## src/rtl/pipe_addsub_pkg.sv

```systemverilog
// Shared definitions for the pipelined adder/subtractor datapath.
// The mode encoding is shared by every block that drives or decodes the mode input.
package alu_defs;

    typedef enum logic {
        MODE_ADD = 1'b0,
        MODE_SUB = 1'b1
    } mode_e;

endpackage

```

## src/rtl/pipe_addsub_slice.sv

```systemverilog
// Combinational CHUNK-bit slice of the split carry chain.
// Reports the carry into its top bit so the last slice can derive signed overflow.
module addsub_slice #(
    parameter int CHUNK = 4
) (
    input  logic [CHUNK-1:0] x,
    input  logic [CHUNK-1:0] y,
    input  logic             ci,
    output logic [CHUNK-1:0] sum,
    output logic             co,
    output logic             c_msb,
    output logic             zero
);

    logic [CHUNK:0] total_s;

    // Slice add; the carry into the top bit falls out of x^y^sum at that bit.
    always_comb begin
        total_s = {1'b0, x} + {1'b0, y} + {{CHUNK{1'b0}}, ci};
        sum     = total_s[CHUNK-1:0];
        co      = total_s[CHUNK];
        c_msb   = x[CHUNK-1] ^ y[CHUNK-1] ^ total_s[CHUNK-1];
        zero    = (total_s[CHUNK-1:0] == {CHUNK{1'b0}});
    end

endmodule

```

## src/rtl/pipe_addsub.sv

```systemverilog
// Pipelined WIDTH-bit adder/subtractor: one CHUNK-bit carry slice per stage,
// valid/ready handshake with a single global advance enable.
module pipe_addsub
    import alu_defs::*;
#(
    parameter int WIDTH = 32,
    parameter int CHUNK = 4
) (
    input  logic             clk,
    input  logic             rst,
    input  logic             in_valid,
    output logic             in_ready,
    input  logic [WIDTH-1:0] a,
    input  logic [WIDTH-1:0] b,
    input  logic             cin,
    input  logic             mode,
    output logic             out_valid,
    input  logic             out_ready,
    output logic [WIDTH-1:0] s,
    output logic             cf,
    output logic             of,
    output logic             zf
);

    localparam int STAGES = WIDTH / CHUNK;
    localparam int LAST   = STAGES - 1;

    logic             en_s;
    logic             sub_s;
    mode_e            mode_s;

    logic             valid_r    [STAGES];
    logic [WIDTH-1:0] sum_r      [STAGES];
    logic             carry_r    [STAGES];
    logic             zero_r     [STAGES];
    logic [WIDTH-1:0] opa_r      [STAGES];
    logic [WIDTH-1:0] opb_r      [STAGES];
    logic             of_r;

    logic             valid_in_s [STAGES];
    logic [WIDTH-1:0] sum_in_s   [STAGES];
    logic             carry_in_s [STAGES];
    logic             zero_in_s  [STAGES];
    logic [WIDTH-1:0] opa_in_s   [STAGES];
    logic [WIDTH-1:0] opb_in_s   [STAGES];

    logic [CHUNK-1:0] slice_sum_s  [STAGES];
    logic             slice_co_s   [STAGES];
    logic             slice_cmsb_s [STAGES];
    logic             slice_zero_s [STAGES];
    logic [WIDTH-1:0] sum_nxt_s    [STAGES];
    logic             zero_nxt_s   [STAGES];

    // Stage inputs: stage 0 takes the ports (b and cin pre-inverted for SUB), others the previous stage.
    always_comb begin
        int prev;
        prev   = 0;
        mode_s = mode_e'(mode);
        sub_s  = (mode_s == MODE_SUB);
        en_s   = !valid_r[LAST] || out_ready;
        for (int i = 0; i < STAGES; i++) begin
            prev = (i > 0) ? i - 1 : 0;
            if (i == 0) begin
                valid_in_s[i] = in_valid;
                sum_in_s[i]   = {WIDTH{1'b0}};
                carry_in_s[i] = cin ^ sub_s;
                zero_in_s[i]  = 1'b1;
                opa_in_s[i]   = a;
                opb_in_s[i]   = b ^ {WIDTH{sub_s}};
            end else begin
                valid_in_s[i] = valid_r[prev];
                sum_in_s[i]   = sum_r[prev];
                carry_in_s[i] = carry_r[prev];
                zero_in_s[i]  = zero_r[prev];
                opa_in_s[i]   = opa_r[prev];
                opb_in_s[i]   = opb_r[prev];
            end
        end
    end

    for (genvar g = 0; g < STAGES; g++) begin : g_slice
        addsub_slice #(
            .CHUNK (CHUNK)
        ) u_slice (
            .x     (opa_in_s[g][g*CHUNK +: CHUNK]),
            .y     (opb_in_s[g][g*CHUNK +: CHUNK]),
            .ci    (carry_in_s[g]),
            .sum   (slice_sum_s[g]),
            .co    (slice_co_s[g]),
            .c_msb (slice_cmsb_s[g]),
            .zero  (slice_zero_s[g])
        );
    end

    // Merge each slice result into the partial sum and the running zero flag.
    always_comb begin
        for (int i = 0; i < STAGES; i++) begin
            sum_nxt_s[i]                   = sum_in_s[i];
            sum_nxt_s[i][i*CHUNK +: CHUNK] = slice_sum_s[i];
            zero_nxt_s[i]                  = zero_in_s[i] & slice_zero_s[i];
        end
    end

    // Pipeline registers: all stages advance together on en; data is only reloaded for valid entries.
    always_ff @(posedge clk) begin
        if (rst) begin
            for (int i = 0; i < STAGES; i++) begin
                valid_r[i] <= 1'b0;
                sum_r[i]   <= {WIDTH{1'b0}};
                carry_r[i] <= 1'b0;
                zero_r[i]  <= 1'b0;
                opa_r[i]   <= {WIDTH{1'b0}};
                opb_r[i]   <= {WIDTH{1'b0}};
            end
            of_r <= 1'b0;
        end else if (en_s) begin
            for (int i = 0; i < STAGES; i++) begin
                valid_r[i] <= valid_in_s[i];
                if (valid_in_s[i]) begin
                    sum_r[i]   <= sum_nxt_s[i];
                    carry_r[i] <= slice_co_s[i];
                    zero_r[i]  <= zero_nxt_s[i];
                    opa_r[i]   <= opa_in_s[i];
                    opb_r[i]   <= opb_in_s[i];
                end
            end
            if (valid_in_s[LAST]) begin
                of_r <= slice_cmsb_s[LAST] ^ slice_co_s[LAST];
            end
        end
    end

    assign in_ready  = en_s;
    assign out_valid = valid_r[LAST];
    assign s         = sum_r[LAST];
    assign cf        = carry_r[LAST];
    assign zf        = zero_r[LAST];
    assign of        = of_r;

endmodule

```

## config.mk

```make
export PLATFORM = sky130hd
export DESIGN_NAME = pipe_addsub
export DESIGN_NICKNAME = d
export VERILOG_FILES = /design/src/rtl/pipe_addsub_pkg.sv /design/src/rtl/pipe_addsub_slice.sv /design/src/rtl/pipe_addsub.sv
export SDC_FILE = /design/constraint.sdc
export NUM_CORES = 1
export LEC_CHECK = 0
export CORE_MARGIN = 4
export CORE_UTILIZATION = 45
export CTS_BUF_LIST = sky130_fd_sc_hd__clkbuf_8
export CTS_CLUSTER_SIZE = 24
export DETAILED_ROUTE_END_ITERATION = 10
export GPL_TIMING_DRIVEN = 0
export PLACE_DENSITY = 0.77
export REMOVE_ABC_BUFFERS = 1
export SYNTH_ARGS = -nofsm -noshare
export SYNTH_HDL_FRONTEND = slang
export SYNTH_HIERARCHICAL = 1
export SYNTH_SLANG_ARGS = --single-unit
```

## constraint.sdc

```tcl
create_clock -name clk -period 3 [get_ports clk]
set_clock_uncertainty 0.1 [all_clocks]
set_input_delay 0.45 -clock clk [delete_from_list [all_inputs] [get_ports clk]]
set_output_delay 0.45 -clock clk [all_outputs]
set_load 0.02 [all_outputs]
```

==> reports/summary.txt <==
CTS tree: yes
Final Hold Vio Count: 0
Tcrit/Tclk final: 0.919
Initial antenna violation count: 0
Leak Pwr: 7.34 nW
Max Root-Sink Buffers: 3
Crit path max fanout: 13
Clock slew at reported path FFs: 60 ps
Initial DRT Pass Iterations: 4
Peak VDD IR: 0.300 mV
Initial Utilization: 0.458
Root Buffer: clkbuf_8
Seq cells post-synth: 393
Pwr dens: 573 nW/um2
Seq/Total Area, Yosys: 0.723
Max-cap violations: 0
Synth warn: 6
Fin area: 18900 um2
Mean Syn Cell Area: 15.5 um2
Post-synth EDFFs: 392
Fmax: 363 MHz
Inserted Diodes: 0
Drt wl/cell: 12.6 um
Cell depth of the worst setup path: 3
Minimum clock period: 2760 ps
CORE AREA: 35700 um2
CP Capture Type: primary output
Vias: 7471
Layout cell share with drive strength beyond 1: 0.0881
Remaining antenna violation count: 0
Cell count of the worst hold path: 3
Initial DRC Count: 316
CP cell instances: nor2b_4 > inv_2 > clkdlybuf4s50_1
Die Area: 39400 um2
Cells after synthesis: 1053
Clock Sink Count: 393
Io pins: 107
Vias/cell: 4.43
First-pass GRT wire length: 35900 um
Placed instance area: 17900 um2
CTS buffer count: 56
Register-to-Register Path Depth: 7
Chip height: 198 um
RePlAce Congestion: 0.733
All-layer global routing usage: 0.110
CP max stage cell: clkdlybuf4s50_1
Final Setup Violations: 0
Crit path DAT: 2210 ps
Clk_lat worst skew: 580 ps
Synth unique cells: 34
Worst slew margin: 0.162
Async SR Flop Fraction: 0
Unrepaired setup endpoints after global routing: no
Row Count: 69
PortBufs: 106
Overflow after GRT: 0
Area Growth Syn to Fin: 16.1%
Worst Setup Path Type: reg -> out
Slew @ Worst Pin: 1260 ps
Largest net degree at the start of global routing: 92
Ys flop type: edfxtp_1
Post-synthesis cell area: 16300 um2
Req. time, crit path: 2450 ps
Fin nets: 1294
Kind of cell adding the most delay to the critical path: buffers and inverters
Max-slew violation count: 0
Die X: 198 um
Post-CTS Hold Fix Bufs: 0
Vias in the first global route: 7554
Wirelength, routed: 21300 um
Max H-tree Level: 2
Setup slack after layout: 244 ps
Hold Crit Class: in -> reg
Worst Path Buf+Inv: 2
Residual DRC: 0
Max stage delay on crit path: 600 ps
Outcome: completed
DPL Wire Length: 13900 um
Pre-CTS setup slack: -1850 ps
CP Launch Type: flip-flop
==> routing by layer <==
layer  wire (um)  part of all wire  vias to the layer above  global-route usage
met3         944             0.044                       44              0.0241
met2       10400              0.49                      130               0.192
met4         537             0.025                        0              0.0393
met5           0                 0                        -                   0
met1        9430              0.44                     3415               0.137
li1            -                 -                     3882                   -
==> power breakdown <==
part | total, mW | switching (mW) | internal (mW)
combinational | 0.771 | 0.408 | 0.363
clock | 3.68 | 1.85 | 1.83
sequential | 6.41 | 0.0647 | 6.34
==> path summary, 6_finish.rpt <==
| check | slack [ps] | endpoint | start |
|---|---|---|---|
| worst max-delay path | 240 | in_ready | valid_r[1][3] |
| worst min-delay path | 390 | of | rst |
| worst max register to register | 540 | zero_r[1][1] | opb_r[4][20] |
| worst min register to register | 410 | opa_r[1][13] | opa_r[0][13] |
==> layout make-up <==
cell class,instances,area [um2]
sequential,393,11800
fill,2938,16700
timing repair buffer,118,1260
timing repair inverter,1,7.51
multi-input combinational,562,4120
tap,461,577
clock buffer,56,771
inverter,52,199
clock inverter,44,223
==> cell usage in the layout, fill, tap and decap left out, drive strengths merged, types with 2 or more instances in the layout <==
master | netlist | layout
and2 | 279 | 279
buf | 21 | 14
nand2b | 2 | 2
mux2i | 8 | 8
nor2 | 30 | 30
and3 | 5 | 5
clkinv | 0 | 19
clkinvlp | 0 | 5
fa | 16 | 16
ha | 24 | 24
nand3b | 6 | 7
a21oi | 9 | 9
xor2 | 14 | 14
xnor2 | 36 | 36
clkbuf | 26 | 56
nand2 | 10 | 10
a21o | 22 | 22
edfxtp | 392 | 392
o21ai | 4 | 4
or4b | 7 | 7
nand4b | 8 | 8
clkdlybuf4s50 | 0 | 104
nor2b | 74 | 74
nor3b | 5 | 5
inv | 52 | 72
==> registers in the layout, summed over array words and instances, names as in the netlist <==
name,cells
carry_r,8
of,1
opa_r,112
opb_r,112
sum_r,144
valid_r,8
zero_r,8
==> cells in the mapped netlist, types with 14 or more instances <==
cell | count | area share
a21o_1 | 15 | 0.0069
clkbuf_1 | 14 | 0.0032
edfxtp_1 | 392 | 0.72
nor2_1 | 30 | 0.0069
inv_1 | 51 | 0.012
xor2_1 | 14 | 0.0075
nor2b_1 | 74 | 0.028
xnor2_1 | 34 | 0.018
ha_1 | 24 | 0.018
fa_1 | 16 | 0.020
and2_1 | 279 | 0.11
buf_2 | 14 | 0.0043
==> stage by stage <==
stage	setup TNS, ps	power, mW	hold slack, ps	utilization	std cells
after floorplan	-4410	6.97	379	-	1006
after CTS	0	11.0	335	0.531	1686
after global routing	0	11.4	383	0.531	1687
after global placement	-1574090	7.26	399	0.497	1573
after detailed placement	-186830	7.31	401	0.502	1582
final	0	10.9	392	0.531	1687
==> kinds of logic (layout without fill, tap and decap cells) <==
| group | count (synthesis) | count (layout) | synth area share |
|---|---|---|---|
| AND/OR/NAND/NOR | 427 | 428 | 0.164 |
| flip-flops | 393 | 393 | 0.723 |
| buffers and inverters | 99 | 271 | 0.0268 |
| XOR/XNOR | 50 | 50 | 0.0278 |
| adder cells (fa/ha/maj) | 40 | 40 | 0.0380 |
| AO/OA/AOI/OAI | 36 | 36 | 0.0154 |
| multiplexers | 8 | 8 | 0.00491 |
==> worst reg2reg max path: stages (launching register included) <==
cell      delay, ps
edfxtp_1        320
inv_1            60
fa_1            460
inv_1            90
fa_1            440
or4b_1          490
mux2i_1         180
and3_1          170
==> what timing repair did <==
action	in CTS	in global routing
endpoints found under the hold margin	0	0
resized for setup	4	0
setup endpoints to repair	102	0
setup buffers	2	0
(Power assumes the default switching activity.)
